File: src/rtl/id_ex_stage_pkg.sv
// rtl/id_ex_stage_pkg.sv - shared WISC pipeline constants, ALU op encodings and stage payload type
package id_ex_stage_pkg;

  localparam int OPERAND_WIDTH  = 16;
  localparam int REG_ADDR_W     = 3;
  localparam int NUM_OPERATIONS = 4;

  typedef enum logic [NUM_OPERATIONS-1:0] {
    OP_SLL  = 4'd0,
    OP_SRL  = 4'd1,
    OP_ROL  = 4'd2,
    OP_ROR  = 4'd3,
    OP_ADD  = 4'd4,
    OP_AND  = 4'd5,
    OP_OR   = 4'd6,
    OP_XOR  = 4'd7,
    OP_SEQ  = 4'd8,
    OP_SLT  = 4'd9,
    OP_SLE  = 4'd10,
    OP_SCO  = 4'd11,
    OP_BTR  = 4'd12,
    OP_LBI  = 4'd13,
    OP_SLBI = 4'd14,
    OP_SUB  = 4'd15
  } oper_e;

  // Common payload layout for the later pipeline registers.
  typedef struct packed {
    logic                      valid;
    logic                      uses_rs;
    logic                      uses_rt;
    logic                      use_imm;
    logic                      reg_write;
    logic                      mem_read;
    logic                      mem_write;
    logic [REG_ADDR_W-1:0]     rs;
    logic [REG_ADDR_W-1:0]     rt;
    logic [REG_ADDR_W-1:0]     rd;
    logic [OPERAND_WIDTH-1:0]  rs_data;
    logic [OPERAND_WIDTH-1:0]  rt_data;
    logic [OPERAND_WIDTH-1:0]  imm;
    logic [NUM_OPERATIONS-1:0] oper;
    logic                      inv_a;
    logic                      inv_b;
    logic                      cin;
    logic                      sign;
  } stage_payload_t;

endpackage

File: src/rtl/id_ex_stage_operand_fwd.sv
// rtl/id_ex_stage_operand_fwd.sv - per-operand bypass mux: EX/MEM over MEM/WB over stored data
module operand_fwd
  import id_ex_stage_pkg::*;
#(
  parameter int W  = OPERAND_WIDTH,
  parameter int AW = REG_ADDR_W
) (
  input  logic          valid,
  input  logic          uses,
  input  logic [AW-1:0] idx,
  input  logic [W-1:0]  stored,
  input  logic          exm_reg_write,
  input  logic [AW-1:0] exm_rd,
  input  logic [W-1:0]  exm_result,
  input  logic          mwb_reg_write,
  input  logic [AW-1:0] mwb_rd,
  input  logic [W-1:0]  mwb_result,
  output logic [W-1:0]  fwd
);

  logic en;
  logic exm_hit;
  logic mwb_hit;

  assign en      = valid & uses;
  assign exm_hit = en & exm_reg_write & (exm_rd == idx);
  assign mwb_hit = en & mwb_reg_write & (mwb_rd == idx);

  always_comb begin
    fwd = stored;
    if (exm_hit)      fwd = exm_result;
    else if (mwb_hit) fwd = mwb_result;
  end

endmodule

File: src/rtl/id_ex_stage.sv
// rtl/id_ex_stage.sv - ID/EX pipeline register with operand bypass and load-use bubble insertion
module id_ex_stage #(
  parameter int OPERAND_WIDTH  = 16,
  parameter int NUM_OPERATIONS = 4,
  parameter int REG_ADDR_W     = 3
) (
  input  logic                      clk,
  input  logic                      rst,
  input  logic                      id_valid,
  input  logic                      id_uses_rs,
  input  logic                      id_uses_rt,
  input  logic                      id_use_imm,
  input  logic                      id_reg_write,
  input  logic                      id_mem_read,
  input  logic                      id_mem_write,
  input  logic [REG_ADDR_W-1:0]     id_rs,
  input  logic [REG_ADDR_W-1:0]     id_rt,
  input  logic [REG_ADDR_W-1:0]     id_rd,
  input  logic [OPERAND_WIDTH-1:0]  id_rs_data,
  input  logic [OPERAND_WIDTH-1:0]  id_rt_data,
  input  logic [OPERAND_WIDTH-1:0]  id_imm,
  input  logic [NUM_OPERATIONS-1:0] id_oper,
  input  logic                      id_invA,
  input  logic                      id_invB,
  input  logic                      id_cin,
  input  logic                      id_sign,
  input  logic                      exm_reg_write,
  input  logic [REG_ADDR_W-1:0]     exm_rd,
  input  logic [OPERAND_WIDTH-1:0]  exm_result,
  input  logic                      mwb_reg_write,
  input  logic [REG_ADDR_W-1:0]     mwb_rd,
  input  logic [OPERAND_WIDTH-1:0]  mwb_result,
  input  logic                      stall,
  input  logic                      flush,
  output logic                      id_stall,
  output logic                      ex_valid,
  output logic                      ex_reg_write,
  output logic                      ex_mem_read,
  output logic                      ex_mem_write,
  output logic [REG_ADDR_W-1:0]     ex_rd,
  output logic [NUM_OPERATIONS-1:0] ex_oper,
  output logic                      ex_invA,
  output logic                      ex_invB,
  output logic                      ex_cin,
  output logic                      ex_sign,
  output logic [OPERAND_WIDTH-1:0]  ex_InA,
  output logic [OPERAND_WIDTH-1:0]  ex_InB,
  output logic [OPERAND_WIDTH-1:0]  ex_store_data
);

  logic                     uses_rs_q;
  logic                     uses_rt_q;
  logic                     use_imm_q;
  logic [REG_ADDR_W-1:0]    rs_q;
  logic [REG_ADDR_W-1:0]    rt_q;
  logic [OPERAND_WIDTH-1:0] rs_data_q;
  logic [OPERAND_WIDTH-1:0] rt_data_q;
  logic [OPERAND_WIDTH-1:0] imm_q;
  logic [OPERAND_WIDTH-1:0] fwd_a;
  logic [OPERAND_WIDTH-1:0] fwd_b;
  logic                     load_use;

  operand_fwd #(.W(OPERAND_WIDTH), .AW(REG_ADDR_W)) u_fwd_rs (
    .valid         (ex_valid),
    .uses          (uses_rs_q),
    .idx           (rs_q),
    .stored        (rs_data_q),
    .exm_reg_write (exm_reg_write),
    .exm_rd        (exm_rd),
    .exm_result    (exm_result),
    .mwb_reg_write (mwb_reg_write),
    .mwb_rd        (mwb_rd),
    .mwb_result    (mwb_result),
    .fwd           (fwd_a)
  );

  operand_fwd #(.W(OPERAND_WIDTH), .AW(REG_ADDR_W)) u_fwd_rt (
    .valid         (ex_valid),
    .uses          (uses_rt_q),
    .idx           (rt_q),
    .stored        (rt_data_q),
    .exm_reg_write (exm_reg_write),
    .exm_rd        (exm_rd),
    .exm_result    (exm_result),
    .mwb_reg_write (mwb_reg_write),
    .mwb_rd        (mwb_rd),
    .mwb_result    (mwb_result),
    .fwd           (fwd_b)
  );

  // A load in EX cannot forward yet, so a dependent op in ID must wait one cycle.
  assign load_use = ex_valid & ex_mem_read & ex_reg_write & id_valid &
                    ((id_uses_rs & (ex_rd == id_rs)) | (id_uses_rt & (ex_rd == id_rt)));
  assign id_stall = stall | load_use;

  assign ex_InA        = fwd_a;
  assign ex_InB        = use_imm_q ? imm_q : fwd_b;
  assign ex_store_data = fwd_b;

  always_ff @(posedge clk or posedge rst) begin
    if (rst) begin
      ex_valid     <= 1'b0;
      ex_reg_write <= 1'b0;
      ex_mem_read  <= 1'b0;
      ex_mem_write <= 1'b0;
      ex_rd        <= '0;
      ex_oper      <= '0;
      ex_invA      <= 1'b0;
      ex_invB      <= 1'b0;
      ex_cin       <= 1'b0;
      ex_sign      <= 1'b0;
      uses_rs_q    <= 1'b0;
      uses_rt_q    <= 1'b0;
      use_imm_q    <= 1'b0;
      rs_q         <= '0;
      rt_q         <= '0;
      rs_data_q    <= '0;
      rt_data_q    <= '0;
      imm_q        <= '0;
    end else if (flush) begin
      ex_valid     <= 1'b0;
      ex_reg_write <= 1'b0;
      ex_mem_read  <= 1'b0;
      ex_mem_write <= 1'b0;
    end else if (stall) begin
      // Latch bypassed values so they survive the producer draining out of the pipe.
      rs_data_q <= fwd_a;
      rt_data_q <= fwd_b;
    end else if (load_use) begin
      ex_valid     <= 1'b0;
      ex_reg_write <= 1'b0;
      ex_mem_read  <= 1'b0;
      ex_mem_write <= 1'b0;
    end else begin
      ex_valid     <= id_valid;
      ex_reg_write <= id_valid & id_reg_write;
      ex_mem_read  <= id_valid & id_mem_read;
      ex_mem_write <= id_valid & id_mem_write;
      ex_rd        <= id_rd;
      ex_oper      <= id_oper;
      ex_invA      <= id_invA;
      ex_invB      <= id_invB;
      ex_cin       <= id_cin;
      ex_sign      <= id_sign;
      uses_rs_q    <= id_uses_rs;
      uses_rt_q    <= id_uses_rt;
      use_imm_q    <= id_use_imm;
      rs_q         <= id_rs;
      rt_q         <= id_rt;
      rs_data_q    <= id_rs_data;
      rt_data_q    <= id_rt_data;
      imm_q        <= id_imm;
    end
  end

endmodule

File: config.mk
export PLATFORM = sky130hd
export DESIGN_NAME = id_ex_stage
export DESIGN_NICKNAME = d
export VERILOG_FILES = /design/src/rtl/id_ex_stage_pkg.sv /design/src/rtl/id_ex_stage_operand_fwd.sv /design/src/rtl/id_ex_stage.sv
export SDC_FILE = /design/constraint.sdc
export NUM_CORES = 1
export LEC_CHECK = 0
export ABC_CLOCK_PERIOD_IN_PS = 8200
export CELL_PAD_IN_SITES_DETAIL_PLACEMENT = 0
export CELL_PAD_IN_SITES_GLOBAL_PLACEMENT = 1
export CORE_MARGIN = 5
export CORE_UTILIZATION = 34
export CTS_CLUSTER_DIAMETER = 150
export CTS_CLUSTER_SIZE = 10
export DETAILED_ROUTE_END_ITERATION = 10
export GPL_TIMING_DRIVEN = 0
export PLACE_DENSITY_LB_ADDON = 0.1
export SLEW_MARGIN = 15
export SYNTH_ARGS = -nofsm -noshare
export SYNTH_HDL_FRONTEND = slang
export SYNTH_SLANG_ARGS = --single-unit
File: constraint.sdc
create_clock -name clk -period 8.2 [get_ports clk]
set_input_delay 2.46 -clock clk [delete_from_list [all_inputs] [get_ports clk]]
set_output_delay 2.46 -clock clk [all_outputs]
set_load 0.03 [all_outputs]
==> implementation parameters <==
Parameter                              Value

Synth
  Seq/Total Area, Yosys ... 40.87%
  Async set-reset flop share out of synthesis ... 100.0%
  Synth Net Count ... 583
  Synthesized area per cell ... 9.439 µm²
  Ranking of synthesized cells by area ... dfrtp_1 (41%), mux2_2 (7.4%), nand2_1 (5.7%)
  Flop and latch count out of synthesis ... between 70 and 80
  Yosys warnings ... 0
  Biggest area consumer among synthesized cells ... dfrtp_1
  Summed instance area of the synthesized netlist ... between 4000 and 5000 µm²
  Syn Inst Count ... 467
  Predominant post-synthesis flop cell ... dfrtp_1
  Count of flip-flops with a built-in enable after synthesis ... 0
  Proportion of netlist area held by the largest area contributor ... between 40 and 50%
  Count of distinct cell types in the synthesized netlist ... 42

Power and ir drop
  Static Leakage ... approximately 0.0028 µW
  Highest ir drop seen on vdd ... 0.0001314 V
  Total power divided by cell area ... roughly 200 nW/µm²
  Total power consumption of the routed design ... between 1000 and 1500 µW

CTS
  TritonCTS Buffers ... 9
  Clock latency on the worst-skew pair ... approximately 0.33 ns
  Clock sink count ... 72
  Cell at the root of the clock tree ... clkbuf_16
  Cts-stage hold buffer count ... 0
  Max clock buf depth ... 2
  Number of H-tree levels ... 3
  CTS tree ... done
  Number of buffers added for setup after CTS ... 0
  Post-cts sizing count ... 0
  Clock-pin slew on the worst setup and hold paths ... about 0.060 ns

Timing
  Unrepaired setup endpoints after global routing ... false
  Final setup fails ... 0
  FMAX ... roughly 0.13 GHz
  Final Max Slew Viols ... 0
  Maximum clock skew at final layout ... 0.006475 ns
  Rel. slew slack ... about 44%
  Final worst slack ... 0.3275 ns
  Sum Neg Setup Slack ... 0 ns
  Time the worst path needs with I/O delays and setup ... 7.872 ns
  Final Hold Vio Count ... 0
  Worst Tran Pin Value ... roughly 0.84 ns
  Portion of the clock cycle consumed by the worst path in the final layout ... a little over nine tenths

Detailed routing
  Final routed wirelength across all metal layers ... approximately 16 mm
  Antenna-violating nets left ... 0
  Number of vias per cell ... 5.181
  Number of DRC violations after detailed routing ... 0
  First-pass iteration count of the detailed router ... 5
  Routed length per placed instance ... between 15 and 20 µm
  Iteration-0 DRC Markers ... approximately 410
  Number of vias after detailed routing ... around 4300

Finish
  Total inserted antenna cells ... 0
  Share of the core filled with cells in the final layout ... roughly 53%
  Net count of the finished layout ... around 770
  Area growth from synthesis to final layout ... 52.97%
  Share of layout cells above drive strength 1 ... 10.27%

Global routing
  Vias in the first global route ... 4574
  Total global routing track utilization ... around a fifth
  Number of antenna violations at the first check in global routing ... 0
  Pin count of the biggest net entering global routing ... 46
  Overflow left after global routing ... 0
  Global-route wire length before repair ... about 25 mm

Worst setup path
  Req. time, crit path ... about 5.7 ns
  Critical path data arrival time ... 5.41 ns
  Worst-case reg-to-reg path depth ... 7
  Worst Setup SP ... mwb_rd[0]
  Reg-to-reg critical path startpoint ... ex_rd[2]$_DFFE_PP0P_
  Startpoint type of the worst setup path ... input pin
  Largest driver fanout on the critical path ... 10
  Crit path capture ... ex_InA[4]
  Worst R2R Setup Slack ... between 5 and 6 ns
  Kind of end point of the critical path ... primary output
  Endpoint of the most critical register-to-register path ... imm_q[15]$_DFFE_PP0P_
  Type of the worst setup path ... in -> out

Min path
  Hold Crit Class ... reg -> reg

Floorplanning
  Number of standard-cell rows in the floorplan ... 41
  Top-level port count ... 180
  Die Ht ... 123.9 µm
  Starting Density ... around a third
  Horizontal extent of the die ... 123.9 µm
  Area of the core ... 12670 µm²
  Die Outline Area ... ~15000 µm²

Place
  Final Wtd Congestion ... 0.8650
  Port buffer count ... 178
  Worst slack at placement ... approximately 0.28 ns
  Final HPWL from detailed placement ... about 13 mm

Status
  Run status ... completed

Job
  Reported max-cap violation count ... 0
==> cells in the final DEF (no fill, tap or decap), types with 7 or more instances in the layout <==
cell type	count
o31ai_1	13
a31o_1	14
mux2_1	12
nor2_1	45
clkbuf_1	29
clkbuf_16	9
nor4_1	11
a222oi_1	17
dfrtp_1	72
inv_1	53
xor2_1	9
a221o_1	12
nor3_1	14
mux2_2	29
xnor2_1	9
nand2_1	67
a221oi_4	7
clkdlybuf4s50_1	178
==> layer usage <==
layer  share of wire, %  global-route usage [%]  vias to the layer above
met1                 44                   28.11                     2064
li1                   -                       -                     2061
met4                2.3                   7.128                        0
met2                 46                   33.36                      170
met5                  0                       0                        -
met3                8.0                   5.995                       26
==> worst min path at each step <==
stage / cells after the start / endpoint / startpoint
3_3_place_gp: 1 / imm_q[7]$_DFFE_PP0P_ / imm_q[7]$_DFFE_PP0P_
6_report: 1 / imm_q[8]$_DFFE_PP0P_ / imm_q[8]$_DFFE_PP0P_
3_5_place_dp: 1 / imm_q[8]$_DFFE_PP0P_ / imm_q[8]$_DFFE_PP0P_
4_1_cts: 1 / imm_q[8]$_DFFE_PP0P_ / imm_q[8]$_DFFE_PP0P_
2_1_floorplan: 1 / imm_q[15]$_DFFE_PP0P_ / imm_q[15]$_DFFE_PP0P_
5_1_grt: 1 / imm_q[15]$_DFFE_PP0P_ / imm_q[15]$_DFFE_PP0P_
==> metrics by stage <==
step | area [µm²] | hold slack, ns | cells
floorplan | 4408 | 0.4580 | 467
global placement | 6405 | 0.4669 | 817
detailed placement | 6435 | 0.4751 | 818
CTS | 6743 | 0.4895 | 834
global route | 6743 | 0.4963 | 834
finish | 6743 | 0.4839 | 834
==> registers in the layout, summed over array words and instances (netlist names), 3 cells and up <==
signal,count
imm_q,16
ex_oper,4
rt_q,3
rt_data_q,16
rs_data_q,16
rs_q,3
ex_rd,3
==> report_power, final <==
group          total, µW  leakage, µW  switching [µW]  internal (µW)
Clock                408     0.000150             161            247
Combinational        483      0.00181             256            227
Sequential           439     0.000845            34.6            404
Total               1330      0.00281             452            878
==> cells in the mapped netlist, drive strengths merged (2+ instances only) <==
library cell	count
a21oi	2
or4	3
inv	54
a221o	12
xnor2	9
nand3	3
nor3	14
buf	7
nor4	12
nand4	4
mux2i	3
mux2	41
o21ai	7
a31oi	2
xor2	9
o31ai	13
dfrtp	72
a222oi	17
clkbuf	28
a31o	14
o2bb2ai	2
nor2	45
nand2	67
a221oi	13
o22ai	4
==> worst max-delay path: stages <==
cell	delay, ns
clkdlybuf4s50_1	0.53
xor2_1	0.29
or4_1	0.16
clkbuf_1	0.30
clkbuf_1	0.48
nand2_1	0.17
a31oi_1	0.30
clkdlybuf4s50_1	0.73
==> cell families after synthesis <==
family / share of synthesized area, %
flops: 40.87
mux: 11.16
xor+xnor: 3.577
buf+inv: 8.317
simple gates: 15.16
compound gates: 20.92
==> final cells by class <==
cell class | count | area [µm²]
Fill cell | 1222 | 5928
Multi-Input combinational cell | 305 | 2240
Timing Repair Buffer | 179 | 1809
Sequential cell | 72 | 1802
Clock buffer | 11 | 242.7
Tap cell | 172 | 215.2
Inverter | 55 | 209.0
Buffer | 35 | 160.2
Clock inverter | 5 | 65.06
Note: power is estimated with default switching activity, not from simulation.
==> variant 1 (same flow settings) <==
`OPERAND_WIDTH` is set to 16 in 2 places; all go to 12.
--- a/src/rtl/id_ex_stage_pkg.sv
+++ b/src/rtl/id_ex_stage_pkg.sv
@@ -1,7 +1,7 @@
 // rtl/id_ex_stage_pkg.sv - shared WISC pipeline constants, ALU op encodings and stage payload type
 package id_ex_stage_pkg;
 
-  localparam int OPERAND_WIDTH  = 16;
+  localparam int OPERAND_WIDTH  = 12;
   localparam int REG_ADDR_W     = 3;
   localparam int NUM_OPERATIONS = 4;
 
--- a/src/rtl/id_ex_stage.sv
+++ b/src/rtl/id_ex_stage.sv
@@ -1,6 +1,6 @@
 // rtl/id_ex_stage.sv - ID/EX pipeline register with operand bypass and load-use bubble insertion
 module id_ex_stage #(
-  parameter int OPERAND_WIDTH  = 16,
+  parameter int OPERAND_WIDTH  = 12,
   parameter int NUM_OPERATIONS = 4,
   parameter int REG_ADDR_W     = 3
 ) (
Ports: changed (8 resized); port bits go from 180 to 148. No check against the original RTL was run, so the function may have changed too.
==> variant 1 against the original RTL <==
  * Area after synthesis decreased by 21%
  * Utilization decreased by 0.70 points
  * Power decreased by 26%
  * Cell area decreased by 21%
  * Sequential cell count decreased by 12
  * Non-clock buffer count decreased by 40
  * Wire length decreased by 26%
  * Sequential power decreased by 17%
  * Via count decreased by 25%
  * Setup slack improved by 0.091 ns
  * Hold slack improved by 0.025 ns
  * First-iteration DRC count decreased by 59%
  * Highest routed layer unchanged
==> variant 1: results (changes against the original RTL) <==
| Metric | Value |
|---|---|
| Leakage power total | 2.197 nW (-22%) |
| Status | complete, no violations |
| Met3 usage | 0.08478 (+0.02484) |
| Signal buffers | 174 (-19%) |
| TritonCTS Sinks | 60 (-17%) |
| CP peak stage delay | 0.63 ns (-0.10 ns) |
| Global-route wire length before repair | 19.18 mm (-22%) |
| Vias in the first global route | 3533 (-23%) |
| Syn Nets | 438 (-25%) |
| Seq area share | 0.2807 (+0.01349) |
| R2R Path Start | ex_rd[0] |
| Met2 Usage GRT | 0.3064 (-0.02717) |
| Worst reg-to-reg setup slack | 5.77 ns (+0.16 ns) |
| Vias after detailed routing | 3260 (-25%) |
| Reg-to-Reg End | rs_data_q[1] |
| Insertion delay to the later sink of the worst-skew pair | 0.35 ns (+0.02 ns) |
| Met1 global-route usage | 0.2459 (-0.03514) |
| Multi-input logic cell count | 231 (-24%) |
| Number of fill cells in the layout | 962 (-21%) |
| First-pass iteration count of the detailed router | 4 (-1) |
| Clk cell area share | 0.03298 (-0.01267) |
| Non-clk buf share | 0.3029 (+0.01085) |
| WP data arrival | 5.32 ns (-0.09 ns) |
| Final HPWL DP | 9.428 mm (-25%) |
| XOR/XNOR Fraction of Synth Area | 0.04503 (+0.009267) |
| Post-synth top cells | dfrtp_1 (60), mux2_2 (42), nor2_1 (40), inv_1 (25), nand4_1 (15) |
| Root Driver | clkbuf_8 |
| Clkbuf count | 10 (-1) |
| Post-synthesis mux area share | 0.1694 (+0.05785) |
| Final Wtd Congestion | 0.8372 (-3.2%) |
| Maximum VDD drop | 0.1107 mV (-16%) |
| Clock Skews | 0.006744 ns (+0.0002686 ns) |
| Post-DR wirelength/cell | 18.46 um (-4.3%) |
| GRT Overall Usage | 0.1936 (-0.01859) |
[variant 1: cell types whose count changed after synthesis, moves of 7 or more]
cell      unedited run  this run
a31o_1              14         0
o31ai_1             13         1
o21ai_0              3        11
dfrtp_1             72        60
inv_1               54        25
nand2_1             67        12
mux2_2              29        42
clkbuf_1            28        12
mux2_1              12         0
a221oi_4             7         0
nand4_1              4        15
a222oi_1            17         0
mux2i_1              3        12
a221oi_1             0        12
[variant 1: layer usage]
metal  part of all wire  wire [um]  vias up
met2               0.46       5421      106
met4              0.011        133        0
met3              0.085       1002        9
met5                  0          0        -
li1                   -          -     1584
met1               0.45       5297     1561
[variant 1: stage by stage]
stage          instance area, um2  instances  utilization  setup WS (ns)
2_1_floorplan                3501        342            -          1.449
3_3_place_gp                 5142        625       0.5049         0.4467
3_5_place_dp                 5172        626       0.5079         0.4161
4_1_cts                      5349        642       0.5252         0.4041
5_1_grt                      5349        642       0.5252         0.2663
6_report                     5349        642       0.5252         0.4183
==> variant 2 (same flow settings) <==
Without the edit above. Reset style: synchronous (`rst`), changed in one clocked block.
--- a/src/rtl/id_ex_stage.sv
+++ b/src/rtl/id_ex_stage.sv
@@ -97,7 +97,7 @@
   assign ex_InB        = use_imm_q ? imm_q : fwd_b;
   assign ex_store_data = fwd_b;
 
-  always_ff @(posedge clk or posedge rst) begin
+  always_ff @(posedge clk) begin
     if (rst) begin
       ex_valid     <= 1'b0;
       ex_reg_write <= 1'b0;
Function: differs if rst is asserted again (counterexample within 4 cycles, from zero or initial values and one cycle with rst high); with rst held inactive, the same outputs for 4 cycles.
==> variant 2 against the original RTL <==
  * Area after synthesis grew 9.2%
  * Wire length grew 16%
  * Setup slack lost 0.055 ns
  * Count of clock-buffer cells in the layout is the same
  * Sequential cell count is the same
  * Critical endpoint is now ex_InA[1]
  * Power shrank 22%
  * Sequential power shrank 13%
  * Largest power group is now sequential cells
  * Cell area grew 5.0%
==> variant 2: results (changes against the original RTL) <==
| Metric | Value |
|---|---|
| Hold endpoint | imm_q[12] |
| Main synth FF type | dfxtp_1 |
| Diode count | 0 (unchanged) |
| Seq/Total Area, Yosys | 0.2995 (-0.1093) |
| Avg Inst Size Synth | 8.504 um2 (-9.9%) |
| Clock Skews | 0.005430 ns (-0.001045 ns) |
| Post-synthesis mux area share | 0.1123 (+0.0007426) |
| Post-DR wirelength/cell | 19.86 um (+3.0%) |
| Final HPWL DP | 14.48 mm (+16%) |
| Setup bufs post-CTS | 0 (unchanged) |
| Yosys cell types | 34 (-19%) |
| Compound-gate portion of the synthesized area | 0.2963 (+0.08714) |
| Slowest stage cell, crit path | clkdlybuf4s50_1 |
| Reg-to-Reg End | rt_data_q[7] |
| Hold WS | 0.4737 ns (-0.01023 ns) |
| WP data arrival | 5.47 ns (+0.06 ns) |
| Share of cells above drive strength 1 | 0.09763 (-0.005094) |
| Insertion delay to the later sink of the worst-skew pair | between 0.3 and 0.4 ns |
| Final Wtd Congestion | 0.8608 (-0.49%) |
| Syn Nets | 682 (+17%) |
| Top post-synthesis cells by area | dfxtp_1 (30%), nand2b_1 (14%), mux2i_1 (7.5%), a311oi_1 (4.0%), mux2_2 (3.7%) |
| GRT Overall Usage | 0.2187 (+0.006452) |
| Status | complete, no violations |
| Post-synth top cells | nand2b_1 (104), dfxtp_1 (72), clkbuf_1 (39), mux2i_1 (36), a21oi_1 (33) |
| CTS Buffer Depth | 2 (unchanged) |
| R2R depth | 7 (unchanged) |
| Worst reg-to-reg setup slack | 5.88 ns (+0.27 ns) |
| Global-route wire length before repair | 28.42 mm (+16%) |
| Async SR Flop Fraction | 0 (-1.000) |
| WHS Path Cells | 2 (+1) |
| Synth top area share | 0.2995 (-0.1093) |
| Synth Area in Adders | 0 (unchanged) |
| XOR/XNOR Fraction of Synth Area | 0.03275 (-0.003012) |
| Port Buffers | 178 (unchanged) |
| CP peak stage delay | around 0.72 ns |
| Maximum VDD drop | 0.07008 mV (-47%) |
| Largest net degree at the start of global routing | 12 (-74%) |
| Worst hold path type | flip-flop to flip-flop |
| H-tree depth | 3 (unchanged) |
| CTS Buf Count | 9 (unchanged) |
| Vias/cell | 5.521 (+6.6%) |
| Least-Margin Pin Slew | 0.7170 ns (-0.1185 ns) |
| Hold_sp | imm_q[12] |
| Warnings, synthesis | 0 (unchanged) |
| Vias in the first global route | 5318 (+16%) |
| Root Driver | clkbuf_16 |
| WL final | 18.63 mm (+16%) |
| R2R Path Start | ex_valid |
| Initial antenna violation count | 0 (unchanged) |
| Largest regs | imm_q x16, rs_data_q x16, rt_data_q x16 |
| Net count, final | 871 (+13%) |
| Worst setup startpoint | exm_rd[1] |
| Post-Place Cells | 924 (+13%) |
| Leakage power total | 2.505 nW (-11%) |
| Initial DRC Count | 331 (-19%) |
| Fmax | 126.1 MHz (-0.69%) |
## variant 2: changes by cell type in the layout (fill, tap and decap cells not counted), moves of 22 or more
cell / unedited run / this run
nand2_1: 67 / 32
o211ai_1: 0 / 22
dfxtp_1: 0 / 72
dfrtp_1: 72 / 0
nand2b_1: 0 / 104
a311oi_1: 0 / 22
inv_1: 53 / 18
a21oi_1: 2 / 33
mux2i_1: 3 / 36
nor2_1: 45 / 17
## variant 2: layout make-up
cell class / count / area, um2
Timing Repair Buffer: 178 / 1782
Sequential cell: 72 / 1441
Multi-Input combinational cell: 421 / 3075
Fill cell: 1344 / 6798
Tap cell: 180 / 225.2
Clock inverter: 3 / 20.02
Clock buffer: 11 / 242.7
Buffer: 55 / 229.0
Inverter: 18 / 67.56
## variant 2: metal layers
layer	share of wire	wire, um	track usage
met1	0.43	8026	0.2812
met2	0.48	8944	0.3625
met3	0.065	1214	0.04483
met4	0.024	447	0.07906
met5	0	0	0
## variant 2: power by group
group	switching (mW)	total (mW)	internal (mW)
combinational	0.146	0.286	0.140
sequential	0.0128	0.383	0.371
clock	0.158	0.367	0.209
total	0.317	1.04	0.720
## variant 2: through the flow
stage,power [mW],utilization,cell area (um2),setup slack (ns)
2_1_floorplan,0.5381,-,4813,1.479
3_3_place_gp,0.6743,0.4913,6820,0.3304
3_5_place_dp,0.6768,0.4913,6820,0.2941
4_1_cts,1.046,0.5103,7083,0.2935
5_1_grt,1.076,0.5103,7083,0.05609
6_report,1.037,0.5103,7083,0.2726
## variant 2: how the worst max path moves through the flow
stage	to	slack [ns]	depth (start not counted)
detailed placement	ex_InA[14]	0.29	8
global placement	ex_InA[14]	0.33	8
CTS	ex_InA[14]	0.29	8
finish	ex_InA[1]	0.27	9
floorplan	ex_InB[10]	1.48	7
global route	ex_InA[12]	0.06	9
## variant 2: worst min-delay path, delay by kind of cell, from the launching register on
family | cells | cell delay (ns)
simple gates | 1 | 0.06
flops | 1 | 0.31
mux | 1 | 0.05
## variant 2: cell families (layout without fill, tap and decap cells)
| group | count (synthesis) | in the layout |
|---|---|---|
| xor gates and xnor gates | 18 | 18 |
| and+or+nand+nor | 169 | 169 |
| AOI/OAI and AO/OA | 182 | 182 |
| muxes | 52 | 52 |
| DFF | 72 | 72 |
| buffers and inverters | 73 | 265 |
